[config.mk]
export PLATFORM = sky130hd
export DESIGN_NAME = sample_dispatcher
export DESIGN_NICKNAME = d
export VERILOG_FILES = /design/src/rtl/sample_dispatcher_pkg.sv /design/src/rtl/sample_dispatcher_byte_assembler.sv /design/src/rtl/sample_dispatcher.sv
export SDC_FILE = /design/constraint.sdc
export NUM_CORES = 1
export LEC_CHECK = 0
export ABC_AREA = 1
export CAP_MARGIN = 30
export CELL_PAD_IN_SITES_DETAIL_PLACEMENT = 0
export CELL_PAD_IN_SITES_GLOBAL_PLACEMENT = 1
export CORE_ASPECT_RATIO = 0.75
export CORE_MARGIN = 1
export CORE_UTILIZATION = 35
export CTS_CLUSTER_SIZE = 8
export DETAILED_ROUTE_END_ITERATION = 6
export MAX_ROUTING_LAYER = met4
export PLACE_DENSITY_LB_ADDON = 0.1
export SLEW_MARGIN = 30
export SYNTH_ARGS = -nofsm -noshare
export SYNTH_HDL_FRONTEND = slang
export SYNTH_SLANG_ARGS = --single-unit
[constraint.sdc]
create_clock -name clk -period 1.7 [get_ports clk]
set_clock_uncertainty 0.15 [all_clocks]
set_input_delay 0.51 -clock clk [delete_from_list [all_inputs] [get_ports clk]]
set_output_delay 0.51 -clock clk [all_outputs]
set_load 0.01 [all_outputs]
[src/rtl/sample_dispatcher_pkg.sv]
// Shared defaults, assembler state encoding and byte-joining helper for the
// sample dispatcher.
package sample_dispatcher_pkg;

    localparam int NUM_UNITS_DEF      = 4;
    localparam int DATA_WIDTH_DEF     = 16;
    localparam int TIMEOUT_CYCLES_DEF = 255;
    localparam int BYTE_W             = 8;

    typedef enum logic [0:0] {
        ASM_IDLE     = 1'b0,
        ASM_WAIT_LSB = 1'b1
    } asm_state_e;

    // Samples arrive MSB first; the second byte lands in the low half.
    function automatic logic [2*BYTE_W-1:0] sample_join(
        input logic [BYTE_W-1:0] msb,
        input logic [BYTE_W-1:0] lsb
    );
        sample_join = {msb, lsb};
    endfunction

endpackage

[src/rtl/sample_dispatcher_byte_assembler.sv]
// Byte assembler: rising-edge byte detection, MSB/LSB pairing FSM and the
// LSB timeout that discards an orphaned MSB.
module byte_assembler
    import sample_dispatcher_pkg::*;
#(
    parameter int DATA_WIDTH     = DATA_WIDTH_DEF,
    parameter int TIMEOUT_CYCLES = TIMEOUT_CYCLES_DEF
) (
    input  logic                  clk,
    input  logic                  rst_n,
    input  logic                  flush,
    input  logic                  byte_valid,
    input  logic [BYTE_W-1:0]     byte_in,
    output logic                  sample_done,
    output logic [DATA_WIDTH-1:0] sample_data,
    output logic                  frame_err
);

    localparam int CNT_W = $clog2(TIMEOUT_CYCLES + 1);
    localparam logic [CNT_W-1:0] CNT_LAST = CNT_W'(TIMEOUT_CYCLES - 1);

    asm_state_e          state_r;
    logic                bv_q_r;
    logic                armed_r;
    logic [CNT_W-1:0]    cnt_r;
    logic [BYTE_W-1:0]   msb_r;
    logic                frame_err_r;
    logic                edge_s;

    // armed_r masks the first edge after reset so a level already high at
    // release is only counted once it falls and rises again.
    assign edge_s      = byte_valid & ~bv_q_r & armed_r;
    assign sample_done = edge_s & (state_r == ASM_WAIT_LSB) & ~flush;
    assign sample_data = DATA_WIDTH'(sample_join(msb_r, byte_in));
    assign frame_err   = frame_err_r;

    // Edge history, pairing FSM and timeout counter.
    always_ff @(posedge clk or negedge rst_n) begin
        if (!rst_n) begin
            state_r     <= ASM_IDLE;
            bv_q_r      <= 1'b0;
            armed_r     <= 1'b0;
            cnt_r       <= {CNT_W{1'b0}};
            msb_r       <= {BYTE_W{1'b0}};
            frame_err_r <= 1'b0;
        end else begin
            bv_q_r      <= byte_valid;
            armed_r     <= 1'b1;
            frame_err_r <= 1'b0;
            if (flush) begin
                state_r <= ASM_IDLE;
                cnt_r   <= {CNT_W{1'b0}};
            end else begin
                case (state_r)
                    ASM_IDLE: begin
                        if (edge_s) begin
                            msb_r   <= byte_in;
                            cnt_r   <= {CNT_W{1'b0}};
                            state_r <= ASM_WAIT_LSB;
                        end else begin
                            state_r <= ASM_IDLE;
                        end
                    end
                    ASM_WAIT_LSB: begin
                        // A late LSB beats the timeout on the same edge.
                        if (edge_s) begin
                            cnt_r   <= {CNT_W{1'b0}};
                            state_r <= ASM_IDLE;
                        end else if (cnt_r == CNT_LAST) begin
                            cnt_r       <= {CNT_W{1'b0}};
                            frame_err_r <= 1'b1;
                            state_r     <= ASM_IDLE;
                        end else begin
                            cnt_r <= cnt_r + CNT_W'(1);
                        end
                    end
                    default: begin
                        cnt_r   <= {CNT_W{1'b0}};
                        state_r <= ASM_IDLE;
                    end
                endcase
            end
        end
    end

endmodule

[src/rtl/sample_dispatcher.sv]
// Sample dispatcher: assembles byte pairs into samples and hands each one to
// the next processing unit in round-robin order with a valid/ready handshake.
module sample_dispatcher
    import sample_dispatcher_pkg::*;
#(
    parameter int NUM_UNITS      = NUM_UNITS_DEF,
    parameter int DATA_WIDTH     = DATA_WIDTH_DEF,
    parameter int TIMEOUT_CYCLES = TIMEOUT_CYCLES_DEF,
    localparam int PTR_W         = $clog2(NUM_UNITS)
) (
    input  logic                  clk,
    input  logic                  rst_n,
    input  logic                  byte_valid,
    input  logic [BYTE_W-1:0]     byte_in,
    input  logic                  flush,
    input  logic [NUM_UNITS-1:0]  unit_ready,
    output logic [NUM_UNITS-1:0]  unit_valid,
    output logic [DATA_WIDTH-1:0] unit_data,
    output logic [PTR_W-1:0]      ch_ptr,
    output logic                  overflow,
    output logic                  frame_err
);

    logic                  sample_done_s;
    logic [DATA_WIDTH-1:0] sample_data_s;

    logic                  pending_r;
    logic [PTR_W-1:0]      ptr_r;
    logic [NUM_UNITS-1:0]  valid_r;
    logic [DATA_WIDTH-1:0] data_r;
    logic                  overflow_r;

    logic                  xfer_s;
    logic                  pend_nxt_s;
    logic [PTR_W-1:0]      ptr_nxt_s;
    logic [NUM_UNITS-1:0]  valid_nxt_s;
    logic [DATA_WIDTH-1:0] data_nxt_s;
    logic                  ovf_nxt_s;

    byte_assembler #(
        .DATA_WIDTH     (DATA_WIDTH),
        .TIMEOUT_CYCLES (TIMEOUT_CYCLES)
    ) u_asm (
        .clk         (clk),
        .rst_n       (rst_n),
        .flush       (flush),
        .byte_valid  (byte_valid),
        .byte_in     (byte_in),
        .sample_done (sample_done_s),
        .sample_data (sample_data_s),
        .frame_err   (frame_err)
    );

    // Next handshake state: a transfer frees the slot before a completing
    // sample is considered, so both may happen on one edge; flush wins.
    always_comb begin
        xfer_s      = pending_r & unit_ready[ptr_r];
        pend_nxt_s  = pending_r;
        ptr_nxt_s   = ptr_r;
        data_nxt_s  = data_r;
        ovf_nxt_s   = overflow_r;
        valid_nxt_s = {NUM_UNITS{1'b0}};
        if (xfer_s) begin
            pend_nxt_s = 1'b0;
            ptr_nxt_s  = ptr_r + PTR_W'(1);
        end else begin
            pend_nxt_s = pending_r;
        end
        if (sample_done_s) begin
            if (pend_nxt_s) begin
                ovf_nxt_s = 1'b1;
            end else begin
                pend_nxt_s = 1'b1;
                data_nxt_s = sample_data_s;
            end
        end else begin
            ovf_nxt_s = overflow_r | 1'b0;
        end
        if (flush) begin
            pend_nxt_s = 1'b0;
            ptr_nxt_s  = {PTR_W{1'b0}};
        end else begin
            ptr_nxt_s = ptr_nxt_s;
        end
        for (int i = 0; i < NUM_UNITS; i++) begin
            valid_nxt_s[i] = pend_nxt_s & (ptr_nxt_s == PTR_W'(i));
        end
    end

    // Handshake and pointer registers; overflow only clears on reset.
    always_ff @(posedge clk or negedge rst_n) begin
        if (!rst_n) begin
            pending_r  <= 1'b0;
            ptr_r      <= {PTR_W{1'b0}};
            valid_r    <= {NUM_UNITS{1'b0}};
            data_r     <= {DATA_WIDTH{1'b0}};
            overflow_r <= 1'b0;
        end else begin
            pending_r  <= pend_nxt_s;
            ptr_r      <= ptr_nxt_s;
            valid_r    <= valid_nxt_s;
            data_r     <= data_nxt_s;
            overflow_r <= ovf_nxt_s;
        end
    end

    assign unit_valid = valid_r;
    assign unit_data  = data_r;
    assign ch_ptr     = ptr_r;
    assign overflow   = overflow_r;

endmodule

; ---- Word-level counts from Yosys, hierarchy flattened
; Cells that the tools add are included.
[classes]
div = 0
n_eq_ne = 5
addsub = 2
n_shift = 0
multipliers = 0
n_mux = 21
bitwise_logic = 13
n_lt_le_gt_ge = 1
reduce_logical = 4
[op_table]
columns = cell, n
row1 = two-way mux 8 bit, 4
row2 = one-hot mux 8 bit (2 select lines), 1
row3 = two-way mux 1 bit, 12
row4 = bitwise AND 1 bit, 9
row5 = "adder 8 x 1 -> 8 bit, second input constant", 1
row6 = "equality test 8 bit, second input constant", 1
row7 = "equality test 2 bit, second input constant", 2
row8 = two-way mux 2 bit, 2
row9 = NOT 1 bit, 4
row10 = AND reduction 2 bit, 2
row11 = "less-than comparator 2 x 3 -> 1 bit, second input constant", 1
row12 = "!= test 3 x 2 -> 1 bit, second input constant", 1
row13 = AND reduction 3 bit, 1
row14 = "adder 2 x 1 -> 2 bit, second input constant", 1
row15 = binary-select mux 1 bit (select 2 bit), 1
row16 = "equality test 2 x 1 -> 1 bit, second input constant", 1
row17 = zero test 2 bit, 1
row18 = one-hot mux 1 bit (2 select lines), 1
[word_totals]
latchBits = 0
inputBits = 16
mem_count = 0
ramBits = 0
mem_bits_ro = 0
word_cells = 57
out_inout_bits = 24
regBits = 44

; ---- Longest topological paths before layout
; Gate-level depths: netlist (run 1).
[logic_depth]
word_depth = 8
ltp_mapped = 9
ltp_nobuf = 8

; ---- Modules after synthesis
; From an unflattened synthesis (run 1), not the netlist that was laid out.
[unflattened]
hier_cells = 229
area_unflattened_um2 = 2088.3
[by_module_without_submodules]
columns = module, seq_area_each_um2, cells_per_inst, area_each_um2, n_inst
row1 = sample_dispatcher, 600.6, 115, 1076.0, 1
row2 = byte_assembler, 500.5, 114, 1012.2, 1

; ---- Worst setup path before layout (run 1)
; Ideal clock, no wire load.
[synth_path]
path_type = input -> register
startpoint = input port byte_valid
endpoint = register data_r[4], in the netlist unit_data[4]
slack_ps = 127
t_required_ps = 1433
stages = 8
n_path_buf = 1
setup_ps = 117
arrival_ps = 1306
cell_sequence = nand2_1 nor2_4 nand2_2 nor2_8 nand2_8 buf_12 nand2_2 o21ai_2
[synth_via]
elab_chain_len = 5
[synth_rtl]
columns = item, line
row1 = from (decl), sample_dispatcher.sv:13  ; input logic byte_valid,
row2 = bitwise AND 1 bit (2 in a row), sample_dispatcher_byte_assembler.sv:32  ; assign edge_s = byte_valid & ~bv_q_r & armed_r;
row3 = bitwise AND 1 bit (2 in a row), sample_dispatcher_byte_assembler.sv:33  ; assign sample_done = edge_s & (state_r == ASM_WAIT_LSB) & ~flush;
row4 = AND reduction 2 bit (no source line), -
row5 = to (signal assigned), sample_dispatcher.sv:96  ; data_r <= {DATA_WIDTH{1'b0}};
row6 = to (signal assigned), sample_dispatcher.sv:102  ; data_r <= data_nxt_s;
row7 = to (decl), sample_dispatcher.sv:30  ; logic [DATA_WIDTH-1:0] data_r;
; No other way between the ends.
; A chain may end at the register's enable or synchronous reset.

; ---- Worst setup path in the final report (run 1)
[layout_path]
startpoint = register data_r[9], in the netlist unit_data[9]
endpoint = output port unit_data[9]
[layout_rtl]
columns = item, line
row1 = to (decl), sample_dispatcher.sv:18  ; output logic [DATA_WIDTH-1:0] unit_data,
; No word-level cell between the ends.

==> results.py, run 1 <==
metrics = {
    "status": {
        "status": "completed",
    },
    "logic_synthesis": {
        "syn_inst": 197,
        "synth.avg_cell_area_um2": 10.0,
        "ys_ff_latch": 44,
        "synth_simple_gate_area_share_pct": 24.6,
        "synthAdderAreaFrac_pct": 1.27,
        "synthMuxAreaShare_pct": 0,
        "syn_area_mm2": 0.00198,
        "synthDistinctLibCells": 27,
        "synthXorXnorAreaFrac_pct": 2.66,
        "synth_fp_nets": 215,
        "yosys_warnings": 0,
        "synth-compound-area-share_pct": 9.06,
        "synth_top_family_by_area": "simple AND/OR/NAND/NOR gates",
        "ys_seq_area_share_pct": 55.7,
    },
    "detailed_routing": {
        "ant_nets": 0,
        "wl_per_cell_um": 11.8,
        "routed_wl_um": 3920,
        "drc": 0,
        "first_pass_iters": 4,
        "drt_iter0_markers": 81,
        "via_per_inst": 4.36,
        "vias": 1448,
    },
    "clock_network": {
        "cts.path.max_buffers": 2,
        "hold_buffers": 0,
        "clk_transition_reported_paths_ns": 0.08,
        "cts_tree": "built",
        "numCtsBuffers": 5,
        "insertion_delay_ns": 0.29,
        "cts-htree-levels": 2,
        "root_buffer": "clkbuf_8",
        "cts.sink_count": 44,
    },
    "sta": {
        "hold_viol": 0,
        "rsz0062_at_grt": "false",
        "finalWorstPathRequiredPeriod_ns": 1.65,
        "finalSetupViolations": 0,
        "finalCritPeriodShare_pct": 96.8,
        "final-max-slew-violation-count": 0,
        "max_freq_mhz": 608,
    },
    "min_path": {
        "min_path_type": "input port to asynchronous set/reset pin",
    },
    "setup_path": {
        "worstSetupPathType": "flip-flop to output port",
        "cp_max_fo": 2,
        "max_stage_delay_ns": 0.40,
        "critPathRequiredTime_ns": 1.04,
        "cp.arrival_ns": 0.99,
        "path_cells": "dlygate4sd2_1",
        "crit_path_start": "unit_data[9]",
        "end_kind": "output port",
        "critical_path_buf_inv_count": 1,
        "r2r-start": "ch_ptr[0]",
        "cp_slowest_cell": "dfrtp_1",
        "startpoint_type": "flip-flop",
        "crit_family": "flip-flops",
    },
    "grt": {
        "grt_pass1_wl_um": 6690,
        "antenna_found_initial": 0,
        "grt_pass1_vias": 1420,
        "grt-ovfl-total": 0,
        "grt.total_usage_pct": 15.7,
        "grt_max_degree": 45,
    },
    "die": {
        "die_h_um": 67.1,
        "start_util_pct": 36.7,
        "die_area_mm2": 0.00595,
        "core_area_mm2": 0.00538,
        "die_w_um": 88.8,
        "pin_count": 40,
        "core.rowCount": 23,
    },
    "pwr": {
        "power_leakage_uw": 0.00136,
        "peakVddDrop_uv": 474,
        "p_total_uw": 2130,
        "powerDensity_mw_per_mm2": 799,
    },
    "job": {
        "maxCapViolations": 0,
    },
    "final_layout": {
        "fill_cells": 535,
        "nets": 274,
        "syn_to_final_growth_pct": 34.7,
        "drive_above_1_share_pct": 21.4,
        "stdcell_area_mm2": 0.00266,
        "final_cell_mix": "44 x dfrtp_1, 41 x nand2_1, 25 x dlygate4sd2_1, 19 x inv_1",
        "layout_commonest_cell": "dfrtp_1",
        "antenna_cells": 0,
    },
    "placement": {
        "gp_congestion": 0.750,
        "placed_area_mm2": 0.00252,
        "hpwl_um": 2640,
        "io_buffers": 39,
    },
}
[cell families after synthesis]
| group | count (synthesis) |
|---|---|
| compound gates | 28 |
| xor+xnor | 6 |
| fa+ha+maj | 2 |
| buf+inv | 25 |
| flops | 44 |
| other cells | 1 |
| simple gates | 91 |
[final timing paths]
check / endpoint / slack (ns) / depth (start not counted)
worst min register to register: overflow / 0.32 / 1
max in group asynchronous: u_asm.bv_q_r / 1.16 / 2
worst max register to register: unit_valid[0] / 0.19 / 8
worst max-delay path: unit_data[9] / 0.05 / 1
min in group clk: overflow / 0.32 / 1
worst min-delay path: unit_valid[1] / 0.04 / 2
[repair_timing]
item / 4_1_cts / 5_1_grt
pin swaps: 3 / 2
buffers inserted: 3 / 0
hold endpoints to repair: 0 / 0
endpoints found under the setup margin: 41 / 6
resized for setup: 29 / 2
cloned: 2 / 0
[layout make-up]
class,count,area (um2),area share [%]
clock buffers,8,90.1,3.39
inverters,21,78.8,2.96
multi-input cells,130,790,29.7
flip-flops and latches,44,1100,41.4
well taps,75,93.8,3.53
repair buffers,54,508,19.1
[metal layers]
metal  wire (um)  vias up  track usage [%]
li1            -      757                -
met1        2140      652             22.2
met2        1580       32             21.9
met3         151        7             4.09
met4          39        0             4.84
met5           0        -                -
[synth_stat cells (all sizes together)]
cell type   n  area (um2)
conb        1        3.75
inv        21        78.8
xor2        4        35.0
o21ai      22         140
xnor2       2        17.5
nand2      57         279
buf         4        50.1
nor2       10        61.3
ha          2        25.0
nand3      16        97.6
a21oi       1        5.00
a31o        1        8.76
nand4       5        31.3
dfrtp      44        1100
o22ai       4        25.0
nor3        2        10.0
nor4        1        6.26
[power by group]
group	switching, uW	leakage [uW]	internal (uW)
sequential	49.3	0.000593	1130
combinational	140	0.000719	138
clock	339	0.0000455	332
[flip-flops by register name, summed over array words and instances, names as in the netlist]
name and flops:
unit_valid 4, overflow 1, u_asm.cnt_r 8, ch_ptr 2, u_asm.bv_q_r 1, u_asm.msb_r 8
u_asm.frame_err 1, u_asm.state_r 1, u_asm.armed_r 1, unit_data 16, pending_r 1
[metrics by stage]
step                      TNS (ns)  hold slack (ns)  setup WS [ns]  utilization (%)  instances
after global placement       -9.97            0.312         -0.329             46.8        319
after global routing             0           0.0443        0.00270             49.5        332
final                            0           0.0359         0.0541             49.5        332
after CTS                        0           0.0392         0.0456             49.4        332
after floorplan                  0           0.0644          0.127                -        197
after detailed placement    -10.32            0.307         -0.360             46.8        319
(Power assumes the default switching activity.)
==> run 2, diff against run 1 <==
Settings changed: CORE_MARGIN 1 to unset.
Clock period 1.7 ns to 1.5 ns, I/O delays scaled along.
==> results.py, run 2 (synthesis gave the netlist of run 1 again) <==
metrics = {
    "detailed_routing": {
        "ant_nets": 0,
        "routed_wl_um": 4490,
        "via_per_inst": 4.40,
        "vias": 1584,
        "wl_per_cell_um": 12.5,
        "drc": 0,
        "drt_iter0_markers": 88,
        "first_pass_iters": 4,
    },
    "grt": {
        "grt-ovfl-total": 0,
        "grt_max_degree": 45,
        "antenna_found_initial": 0,
        "grt_pass1_vias": 1463,
        "grt_pass1_wl_um": 6970,
        "grt.total_usage_pct": 16.5,
    },
    "sta": {
        "rsz0062_at_grt": "true",
        "tns_ns": -0.367,
        "max_freq_mhz": 649,
        "finalCritPeriodShare_pct": 103,
        "fin_ws_ns": -0.0412,
        "finalWorstPathRequiredPeriod_ns": 1.54,
        "final-max-slew-violation-count": 0,
        "finalSetupViolations": 20,
        "hold_viol": 0,
    },
    "clock_network": {
        "numCtsBuffers": 5,
        "cts.path.max_buffers": 2,
        "cts_tree": "built",
        "cts-htree-levels": 2,
        "cts.sink_count": 44,
        "clk_transition_reported_paths_ns": 0.09,
        "insertion_delay_ns": 0.30,
        "root_buffer": "clkbuf_8",
    },
    "final_layout": {
        "largest_reg_flops": 16,
        "antenna_cells": 0,
        "final_cell_mix": "43 x dfrtp_1, 33 x buf_4, 27 x nand2_1, 22 x buf_2, 20 x nand2_2",
        "nets": 302,
        "layout_commonest_cell": "dfrtp_1",
        "drive_above_1_share_pct": 48.8,
        "stdcell_area_mm2": 0.00300,
        "syn_to_final_growth_pct": 51.8,
    },
    "pwr": {
        "powerDensity_mw_per_mm2": 902,
        "power_leakage_uw": 0.00149,
        "peakVddDrop_uv": 505,
    },
    "setup_path": {
        "worstSetupPathType": "input port to flip-flop",
        "critPathRequiredTime_ns": 1.55,
        "startpoint_type": "input port",
        "r2r_setup_slack_ns": 0.01,
        "cp.arrival_ns": 1.59,
        "cp_max_fo": 7,
        "end_kind": "flip-flop",
    },
    "die": {
        "core_area_mm2": 0.00538,
        "pin_count": 40,
        "start_util_pct": 36.7,
        "core.rowCount": 23,
        "die_area_mm2": 0.00595,
        "die_h_um": 67.1,
        "die_w_um": 88.8,
    },
    "placement": {
        "gp_congestion": 0.765,
        "io_buffers": 39,
        "placed_area_mm2": 0.00261,
        "hpwl_um": 2840,
    },
    "job": {
        "maxCapViolations": 0,
    },
    "status": {
        "status": "finished with violations",
        "violations": "negative setup slack",
    },
    "min_path": {
        "min_path_type": "input port to flip-flop",
    },
}
[run 2: cell types whose count changed in the layout (fill, tap and decap cells not counted), moves of 9 or more]
| cell | previous run | this run |
|---|---|---|
| nand3_1 | 14 | 5 |
| nand2_1 | 41 | 27 |
| buf_2 | 1 | 22 |
| buf_4 | 11 | 33 |
| dlygate4sd2_1 | 25 | 2 |
[run 2: worst paths after layout]
path,endpoint,from,cells past startpoint
min,u_asm.bv_q_r,byte_valid,1
min in group asynchronous,unit_data[7],rst_n,3
max in group asynchronous,u_asm.cnt_r[2],rst_n,3
max reg2reg,unit_data[2],ch_ptr[0],9
max,unit_data[2],unit_ready[3],8
min reg2reg,unit_data[2],unit_data[2],2
[run 2: final cells by class]
class,instances,area [um2]
clock inverter,2,38.8
tap,75,93.8
sequential,44,1100
timing repair buffer,81,633
multi-input combinational,131,962
inverter,21,86.3
clock buffer,6,82.6
fill,521,2380
[run 2: per-stage QoR]
| stage | worst slack, ns | power, uW | hold slack [ns] | std cells | util [%] |
|---|---|---|---|---|---|
| after floorplan | 0.0241 | 1510 | 0.00441 | 197 | - |
| after detailed placement | -0.483 | 1750 | 0.295 | 332 | 48.5 |
| after global routing | -0.0814 | 2840 | 0.247 | 360 | 55.7 |
| after CTS | -0.00503 | 2700 | 0.257 | 354 | 51.7 |
| final | -0.0412 | 2710 | 0.268 | 360 | 55.7 |
| after global placement | -0.447 | 1750 | 0.296 | 332 | 48.5 |
[run 2: critical path: stages]
cell and delay, ns:
clkdlybuf4s50_1 0.48, nand2_2 0.07, nand3_4 0.11, nand2_4 0.08
nand2_8 0.16, nand2_8 0.11, nand2_2 0.08, o21ai_2 0.05
[run 2: where the power goes]
part           switching (uW)  leakage, uW  total [uW]  internal, uW
clock                     422    0.0000614         967           545
sequential               69.1     0.000591        1350          1280
combinational             184     0.000836         390           206
total                     675      0.00149        2710          2030
[run 2: what timing repair did]
| action | in CTS | in global routing |
|---|---|---|
| cloned | 3 | 1 |
| gates resized for setup | 100 | 51 |
| buffers inserted | 10 | 5 |
| setup endpoints to repair | 60 | 34 |
| endpoints found under the hold margin | 44 | 0 |
| hold buffers | 1 | 0 |
| pin swaps | 9 | 25 |
[run 2: per-layer routing]
metal	part of all wire, %	GRT usage, %	vias to the layer above
met2	43	23.0	30
met5	0	-	-
met1	52	23.1	732
met3	4.2	5.70	5
li1	-	-	817
met4	0.60	3.63	0
